==> config.mk <==
export PLATFORM = sky130hd
export DESIGN_NAME = readout_timing_gen
export DESIGN_NICKNAME = d
export VERILOG_FILES = /design/src/rtl/readout_timing_gen.sv
export SDC_FILE = /design/constraint.sdc
export NUM_CORES = 2
export LEC_CHECK = 0
export BUFFER_PORTS_ARGS = -buffer_cell sky130_fd_sc_hd__buf_2
export CAP_MARGIN = 20
export CORE_AREA = 2 2 245 247
export DETAILED_ROUTE_END_ITERATION = 16
export DIE_AREA = 0 0 247 249
export PLACE_DENSITY = 0.71
export SYNTH_ARGS = -nofsm -noshare
export SYNTH_HDL_FRONTEND = slang
export SYNTH_SLANG_ARGS = --single-unit
==> constraint.sdc <==
create_clock -name CLK -period 10.55 [get_ports CLK]
set_clock_uncertainty 0.1 [all_clocks]
set_input_delay 0 -clock CLK [delete_from_list [all_inputs] [get_ports CLK]]
set_output_delay 0 -clock CLK [all_outputs]
set_load 0.02 [all_outputs]
==> src/rtl/readout_timing_gen.sv <==
// rtl/readout_timing_gen.sv - row-sequenced readout timing generator for the column and PGA/ADC chain
// Optional ADC data-valid strobes are built only when ADC_VALID_EN is defined.
module readout_timing_gen #(
    parameter int TW = 16,
    parameter int RW = 10,
    parameter int CW = 8,
    parameter int LW = 6
) (
    input  logic          CLK,
    input  logic          rst,
    input  logic          trigger,
    output logic          re_busy,
    input  logic          PGA_en,
    output logic [RW-1:0] ROWADD,
    output logic          COL_L_EN,
    output logic          COL_PRECH,
    output logic          PIXRES,
    output logic          MUX_START,
    output logic          CP_MUX_IN,
    output logic          READ_R,
    output logic          READ_S,
    output logic          PGA_RES,
    output logic          PH1,
    output logic          SAMP_S,
    output logic          SAMP_R,
    input  logic [TW-1:0] T1,
    input  logic [TW-1:0] T2,
    input  logic [TW-1:0] T3,
    input  logic [TW-1:0] T4,
    input  logic [TW-1:0] T5,
    input  logic [TW-1:0] T6,
    input  logic [TW-1:0] T7,
    input  logic [TW-1:0] T8,
    input  logic [TW-1:0] T9,
    input  logic [TW-1:0] T10,
    input  logic [TW-1:0] T11,
    input  logic [TW-1:0] T12,
    input  logic [TW-1:0] T13,
    input  logic [TW-1:0] T14,
    input  logic [CW-1:0] NL,
    input  logic [CW-1:0] NR,
    input  logic [RW-1:0] NUM_ROW,
    input  logic          adc_clk,
    input  logic          adc1_out_clk,
    input  logic          adc2_out_clk,
    input  logic [LW-1:0] Tlat1,
    input  logic [LW-1:0] Tlat2,
    output logic          adc1_dat_valid,
    output logic          adc2_dat_valid
);

    localparam int XW  = TW + CW + 2;
    localparam int TW1 = TW + 1;
    localparam int RW1 = RW + 1;

    typedef enum logic {IDLE = 1'b0, RUN = 1'b1} state_t;

    state_t        state, state_nxt;
    logic [TW-1:0] t, t_nxt;
    logic [RW-1:0] row, row_nxt;
    logic          row_end, last_row;

    assign row_end  = (TW1'(t) + TW1'(1)) >= TW1'(T1);
    assign last_row = (RW1'(row) + RW1'(1)) >= RW1'(NUM_ROW);

    always_comb begin
        state_nxt = state;
        t_nxt     = t;
        row_nxt   = row;
        case (state)
            IDLE: begin
                if (trigger) begin
                    state_nxt = RUN;
                    t_nxt     = '0;
                    row_nxt   = '0;
                end
            end
            RUN: begin
                if (row_end || NUM_ROW == '0) begin
                    if (last_row) begin
                        state_nxt = IDLE;
                    end else begin
                        row_nxt = row + RW'(1);
                        t_nxt   = '0;
                    end
                end else begin
                    t_nxt = t + TW'(1);
                end
            end
            default: state_nxt = IDLE;
        endcase
    end

    // Every output is computed from the next t so that it is registered yet aligned with t.
    logic          run_pulse;
    logic [XW-1:0] tx;

    assign run_pulse = (state_nxt == RUN) && (NUM_ROW != '0) && (T1 != '0);
    assign tx        = XW'(t_nxt);

    function automatic logic in_win(input logic [XW-1:0] tv, input logic [XW-1:0] a,
                                    input logic [XW-1:0] w);
        return (tv >= a) && (tv < a + w);
    endfunction

    // Burst trackers: index 0 is the left burst, index 1 the right burst.
    logic [1:0][XW-1:0] base;
    logic [1:0][CW-1:0] num;
    logic [1:0][XW-1:0] rr_end;
    logic [1:0]         burst_ok;
    logic [1:0]         act, act_n;
    logic [1:0][TW-1:0] ph, ph_n;
    logic [1:0][CW-1:0] k, k_n;
    logic [1:0]         cp_b, rs_b, rr_b;
    logic [TW-1:0]      half6;
    logic               long_rr;

    assign base[0] = XW'(T5);
    assign base[1] = XW'(T9) + XW'(T10);
    assign num[0]  = NL;
    assign num[1]  = NR;
    assign half6   = T6 >> 1;
    assign long_rr = T7 > T6;

    always_comb begin
        for (int i = 0; i < 2; i++) begin
            burst_ok[i] = (num[i] != '0) && (T6 != '0);
            rr_end[i]   = base[i] + XW'(num[i] - CW'(1)) * XW'(T6) + XW'(T7);
            act_n[i]    = act[i];
            ph_n[i]     = ph[i];
            k_n[i]      = k[i];
            if (run_pulse && tx == base[i] && burst_ok[i]) begin
                act_n[i] = 1'b1;
                ph_n[i]  = '0;
                k_n[i]   = '0;
            end else if (!run_pulse || t_nxt == '0) begin
                act_n[i] = 1'b0;
            end else if (act[i]) begin
                if (ph[i] == T6 - TW'(1)) begin
                    ph_n[i] = '0;
                    if (k[i] == num[i] - CW'(1)) begin
                        act_n[i] = 1'b0;
                    end else begin
                        k_n[i] = k[i] + CW'(1);
                    end
                end else begin
                    ph_n[i] = ph[i] + TW'(1);
                end
            end
            cp_b[i] = act_n[i] && (ph_n[i] < half6);
            rs_b[i] = act_n[i] && (ph_n[i] >= T8);
            // A read window longer than the period merges into one span up to the last start plus T7.
            rr_b[i] = (act_n[i] && (ph_n[i] < T7)) ||
                      (run_pulse && long_rr && burst_ok[i] && tx >= base[i] && tx < rr_end[i]);
        end
    end

    logic [TW-1:0] ph1_cnt, ph1_cnt_n;

    always_comb begin
        ph1_cnt_n = ph1_cnt + TW'(1);
        if (!run_pulse || t_nxt == '0 || ph1_cnt == T12 - TW'(1)) begin
            ph1_cnt_n = '0;
        end
    end

    logic col_l_n, col_prech_n, pixres_n, mux_start_n, cp_mux_n, read_r_n, read_s_n;
    logic pga_res_n, ph1_n, samp_s_n, samp_r_n;

    always_comb begin
        col_l_n     = run_pulse && in_win(tx, '0, XW'(T2));
        col_prech_n = run_pulse && in_win(tx, '0, XW'(T3));
        pixres_n    = run_pulse && in_win(tx, XW'(T9), XW'(T10));
        mux_start_n = run_pulse && (in_win(tx, base[0], XW'(T4)) || in_win(tx, base[1], XW'(T4)));
        cp_mux_n    = |cp_b;
        read_r_n    = |rr_b;
        read_s_n    = |rs_b;
        pga_res_n   = run_pulse && PGA_en && in_win(tx, XW'(T3), XW'(T11));
        ph1_n       = run_pulse && PGA_en && (ph1_cnt_n < (T12 >> 1));
        samp_s_n    = run_pulse && in_win(tx, XW'(T3) + XW'(T13), XW'(T14));
        samp_r_n    = run_pulse && in_win(tx, base[1] + XW'(T13), XW'(T14));
    end

    always_ff @(posedge CLK) begin
        if (rst) begin
            state     <= IDLE;
            t         <= '0;
            row       <= '0;
            act       <= '0;
            ph        <= '0;
            k         <= '0;
            ph1_cnt   <= '0;
            COL_L_EN  <= 1'b0;
            COL_PRECH <= 1'b0;
            PIXRES    <= 1'b0;
            MUX_START <= 1'b0;
            CP_MUX_IN <= 1'b0;
            READ_R    <= 1'b0;
            READ_S    <= 1'b0;
            PGA_RES   <= 1'b0;
            PH1       <= 1'b0;
            SAMP_S    <= 1'b0;
            SAMP_R    <= 1'b0;
        end else begin
            state     <= state_nxt;
            t         <= t_nxt;
            row       <= row_nxt;
            act       <= act_n;
            ph        <= ph_n;
            k         <= k_n;
            ph1_cnt   <= ph1_cnt_n;
            COL_L_EN  <= col_l_n;
            COL_PRECH <= col_prech_n;
            PIXRES    <= pixres_n;
            MUX_START <= mux_start_n;
            CP_MUX_IN <= cp_mux_n;
            READ_R    <= read_r_n;
            READ_S    <= read_s_n;
            PGA_RES   <= pga_res_n;
            PH1       <= ph1_n;
            SAMP_S    <= samp_s_n;
            SAMP_R    <= samp_r_n;
        end
    end

    assign re_busy = (state == RUN);
    assign ROWADD  = row;

    logic unused_adc_clk;
    assign unused_adc_clk = adc_clk;

`ifdef ADC_VALID_EN
    logic cp_flag;

    always_ff @(posedge CLK) begin
        if (rst) begin
            cp_flag <= 1'b0;
        end else if (cp_mux_n && !CP_MUX_IN) begin
            cp_flag <= ~cp_flag;
        end
    end

    logic [1:0]    oclk;
    logic [1:0]    adc_v;
    logic [LW-1:0] tlat [2];

    assign oclk    = {adc2_out_clk, adc1_out_clk};
    assign tlat[0] = Tlat1;
    assign tlat[1] = Tlat2;

    for (genvar g = 0; g < 2; g++) begin : g_adc
        logic [1:0]  rst_sync;
        logic [2:0]  flag_sync;
        logic [63:0] sr;
        logic        strobe;
        logic        v;

        assign strobe = flag_sync[2] ^ flag_sync[1];

        always_ff @(posedge oclk[g]) begin
            rst_sync <= {rst_sync[0], rst};
            if (rst_sync[1]) begin
                flag_sync <= '0;
                sr        <= '0;
                v         <= 1'b0;
            end else begin
                flag_sync <= {flag_sync[1:0], cp_flag};
                sr        <= {sr[62:0], strobe};
                v         <= (tlat[g] == '0) ? strobe : sr[tlat[g] - LW'(1)];
            end
        end

        assign adc_v[g] = v;
    end

    assign adc1_dat_valid = adc_v[0];
    assign adc2_dat_valid = adc_v[1];
`else
    logic unused_adc_out;
    assign unused_adc_out = ^{adc1_out_clk, adc2_out_clk, Tlat1, Tlat2};
    assign adc1_dat_valid = 1'b0;
    assign adc2_dat_valid = 1'b0;
`endif

endmodule

# Word-level counts from Yosys, hierarchy flattened
# Index checks and enable logic that the tools add are counted.
# Widths: inputs -> output; s select.
# totals
regBits	104
word_cells	181
romBits	0
latchBits	0
ramBits	0
mem_count	0
input_bits	269
# classes
div	0
add_sub_neg	27
bitwise_logic	4
n_mux	31
n_reduce_logical	60
magnitude_cmp	27
n_mul	2
eq_ne	10
shifts	0
# ops
operator	count
$mux 16	12
$ge 16x16->1	5
$add 16x16->17	4
$add 16x1->16 const B	4
$eq 16x16->1	4
$lt 16x16->1	4
$add 17x16->18	3
$add 26x16->26	2
$lt 16x26->1	2
$mul 9x17->26	2
$lt 16x17->1	3
$lt 16x15->1	3
$logic_and 1x1->1	38
$lt 16x18->1	2
$ge 16x17->1	2
$pmux 16 s2	1
$reduce_bool 16->1	2
$sub 16x1->16 const B	2
$mux 10	3
$add 16x26->26	1
$add 26x26->26	1
$eq 16x26->1	1
$pmux 10 s2	1
$add 18x16->19	1
27 further kinds	58

# Longest topological paths before layout
# depth
depth_word	15
mapped_depth	37
ltp_nobuf	37

# Least setup slack after synthesis
# No wires, ideal clock.
# synth_path
kind	flip-flop to flip-flop
startpoint	register t[6]
endpoint	register READ_S
stages_incl_launch_ff	32
arrival_time_ns	7.555
slack_ns	2.777
path_cell_list	dfxtp_1 clkbuf_1 and3_1 nand2_1 or4_1 xnor2_1 ha_1 a21o_1 a21o_1 or4b_4 a2111o_1 buf_2 o21ai_0 ha_1 and4_1 nor4b_1 nand4b_1 nand2_1 clkbuf_1 nor2_1 ha_1 a21o_1 a21o_1 a21o_1 a21o_1 a21o_1 a21o_1 a21oi_1 o21ai_0 a21oi_1 o21ai_0 o2bb2ai_1
# synth_rtl
element	line	rtl
start, declared	59	logic [TW-1:0] t, t_nxt;
start signal, assigned	206	t <= t_nxt;
end signal, assigned	218	READ_S <= read_s_n;
end, declared	21	output logic READ_S,

==> impl_metrics.py <==
metrics = {
    "global_route": {
        "grt_pass1_wl_mm": 155,
        "antenna_found_initial": 9,
        "grt_overflow": 0,
        "grt_max_degree": 67,
        "grtUsageTotal": 0.323,
        "grt_pass1_vias": 28400,
    },
    "worst_hold_path": {
        "whs_endpoint": "READ_S$_SDFF_PP0_",
        "min_from": "T8[15]",
        "hp-class": "input pin to flip-flop",
        "whs_path_depth": 5,
    },
    "placed_design": {
        "gp_routability_congestion": 0.970,
        "post-place-ws_ns": 1.24,
        "portBuffers": 275,
        "dpl.hpwl_mm": 81.4,
        "placed_cell_area_um2": 34300,
    },
    "cts": {
        "cts_setup_buffers": 0,
        "cts_root_buf": "clkbuf_16",
        "cts_hold_buf": 9,
        "cts_sinks": 104,
        "htree_levels": 3,
        "cts-resized-gates": 0,
        "tritoncts": "yes",
        "clk_pin_slew_worst_paths_ns": 0.09,
        "insertion_delay_ns": 0.41,
        "cts_buffer_depth": 2,
        "numCtsBuffers": 9,
    },
    "synth": {
        "synth_largest_area_cell": "ha_1",
        "syn_area_um2": 32000,
        "synth_cells": 4036,
        "postSynth.asyncResetShare": 0,
        "synth_warnings": 0,
        "ys_seq_area_frac": 0.0650,
        "synthTopCellsByArea": "ha_1 (26%), fa_1 (17%), inv_1 (7.5%)",
        "synth.avg_cell_area_um2": 7.94,
        "synth_cell_types": 84,
        "synth-edff-count": 0,
        "synthFlopType": "dfxtp_1",
        "yosysTopAreaCellShare": 0.259,
        "ys_seq_elements": 104,
    },
    "sta": {
        "max_freq_mhz": 105,
        "period_share": 0.904,
        "hold_viol_final": 0,
        "final.setup.tns_ns": 0,
        "slew_headroom": 0.301,
        "maxSlewViolCount": 0,
        "fin_ws_ns": 1.02,
        "fin_crit_ns": 9.53,
        "rsz0062_at_grt": "false",
        "tightest_slew_ns": 1.04,
        "setup_viol": 0,
    },
    "critical_path": {
        "path_max_fanout": 18,
        "endpoint_kind": "flip-flop",
        "crit_arrival_ns": 9.72,
        "reg2reg_depth": 29,
        "crit_type": "flip-flop to flip-flop",
        "r2r-end": "CP_MUX_IN$_SDFF_PP0_",
        "crit_slowest_cell": "nand4b_1",
        "timing.rr.start": "t[2]$_SDFF_PP0_",
        "cpPeakStageDelay_ns": 0.87,
        "r2r_slack_ns": 1.02,
        "critPathLaunchType": "flip-flop",
        "critical_path_required_ns": 10.74,
    },
    "drt": {
        "wl_per_cell_um": 19.5,
        "wirelength_mm": 98.8,
        "vias": 29400,
        "drt.antenna.violating_nets": 0,
        "drc": 0,
        "first_pass_iters": 8,
        "drt-vias-per-instance": 5.81,
        "first_iter_violations": 2340,
    },
    "floorplanning": {
        "io_pins": 293,
        "die_y_um": 249,
        "dieArea_um2": 61500,
        "die_w_um": 247,
        "coreArea_um2": 58700,
        "start_util": 0.546,
        "num_rows": 89,
    },
    "job": {
        "cap_viol_max_count": 0,
    },
    "power_and_ir_drop": {
        "p_total_mw": 6.60,
        "power_density_nw_per_um2": 190,
        "peakVddDrop_mv": 0.279,
        "share_seq_of_total_power": 0.060,
        "intPower_mw": 3.07,
        "switchingPower_mw": 3.53,
        "p_sw_frac": 0.535,
        "leakage_nw": 18.7,
        "power_frac_clock": 0.056,
        "combPwrFrac": 0.883,
    },
    "cells_and_area": {
        "area_growth_pct": 8.47,
        "final_cell_mix": "ha_1 (663), inv_1 (643), nand2_1 (301), nor2_1 (295), buf_2 (275)",
        "final_cell_area_um2": 34800,
        "fin_util": 0.592,
        "mostFrequentLayoutCell": "ha_1",
        "nFillCells": 5362,
        "drive_above_1_share": 0.0864,
        "nNetsFinal": 5475,
    },
    "outcome": {
        "outcome": "finished, final reports clean",
    },
}
## worst max-delay path by stage
stage / start / to / slack [ns] / cells after the start
floorplan: t[6]$_SDFF_PP0_ / READ_S$_SDFF_PP0_ / 2.78 / 31
global placement: NL[2] / READ_R$_SDFF_PP0_ / 1.51 / 27
detailed placement: t[2]$_SDFF_PP0_ / CP_MUX_IN$_SDFF_PP0_ / 1.24 / 29
CTS: t[2]$_SDFF_PP0_ / CP_MUX_IN$_SDFF_PP0_ / 1.25 / 29
global route: t[2]$_SDFF_PP0_ / CP_MUX_IN$_SDFF_PP0_ / 0.61 / 29
finish: t[2]$_SDFF_PP0_ / CP_MUX_IN$_SDFF_PP0_ / 1.02 / 29
## cell families after synthesis
kind of cell    count (synthesis)  share of synthesized area
flops                         104                     0.0650
mux                            12                    0.00414
buf+inv                       738                     0.0869
compound gates                739                      0.150
xor+xnor                      297                     0.0812
fa+ha+maj                     928                      0.424
simple gates                 1217                      0.188
other cells                     1                   0.000117
## power groups by stage
stage               Sequential [mW]  Clock [mW]  Combinational, mW
global placement              0.407           0               5.61
floorplan                     0.407           0               4.49
detailed placement            0.407           0               5.74
finish                        0.397       0.372               5.83
CTS                           0.397       0.381               5.78
global route                  0.398       0.395               6.68
## flip-flops by register name, indices dropped and copies added (netlist names)
| name | count |
|---|---|
| PIXRES | 1 |
| READ_S | 1 |
| SAMP_R | 1 |
| COL_PRECH | 1 |
| k | 16 |
| CP_MUX_IN | 1 |
| ph | 32 |
| re_busy | 1 |
| ROWADD | 10 |
| ph1_cnt | 16 |
| SAMP_S | 1 |
| t | 16 |
| COL_L_EN | 1 |
| MUX_START | 1 |
| act | 2 |
| READ_R | 1 |
| PH1 | 1 |
| PGA_RES | 1 |
## layout make-up
| cell class | instances | area (um2) | share of cell area |
|---|---|---|---|
| Multi-Input combinational cell | 3195 | 27200 | 0.783 |
| Inverter | 646 | 2420 | 0.0698 |
| Sequential cell | 104 | 2080 | 0.0599 |
| Timing Repair Buffer | 322 | 1750 | 0.0504 |
| Tap cell | 773 | 967 | 0.0278 |
| Clock buffer | 9 | 225 | 0.00648 |
| Clock inverter | 7 | 80.1 | 0.00230 |
| Antenna cell | 8 | 20.0 | 0.000576 |
## cells in the mapped netlist (17+ instances only)
library cell and instances:
o211ai_1 24, or2_2 17, dfxtp_1 104, and2_1 44, o21a_1 49, clkbuf_1 79, fa_1 265, or3_1 20
nor4_1 30, a21oi_1 207, xor2_1 128, nor2_1 295, and3_1 28, a21boi_0 21, nor3_1 102, nand4_1 87
inv_1 643, nand3_1 83, xnor2_1 169, a21o_1 113, ha_1 663, o21bai_1 20, a211oi_1 19, nor2b_1 72
nand2_1 301, nand2b_1 79, o21ai_0 149
## critical path, delay by kind of cell, from the launching register on
kind,cells,cell delay [ns]
buf+inv,3,0.72
flops,1,0.50
compound gates,12,2.74
xor+xnor,1,0.27
fa+ha+maj,3,0.95
simple gates,10,4.12
## metrics by stage
stage | cells | hold slack, ns
6_report | 5064 | 0.0155
2_1_floorplan | 4037 | -0.00855
5_1_grt | 5060 | 0.0552
3_5_place_dp | 5031 | 0.262
4_1_cts | 5056 | 0.00370
3_3_place_gp | 5031 | 0.268
## per-layer routing
| metal | up-vias | track usage | routed length, um |
|---|---|---|---|
| met3 | 230 | 0.0495 | 8250 |
| met4 | 4 | 0.113 | 3560 |
| met2 | 1130 | 0.503 | 43400 |
| met5 | - | 0 | 28 |
| met1 | 13800 | 0.452 | 43500 |
| li1 | 14200 | - | - |
No activity file was read; power rests on OpenSTA's default activity.
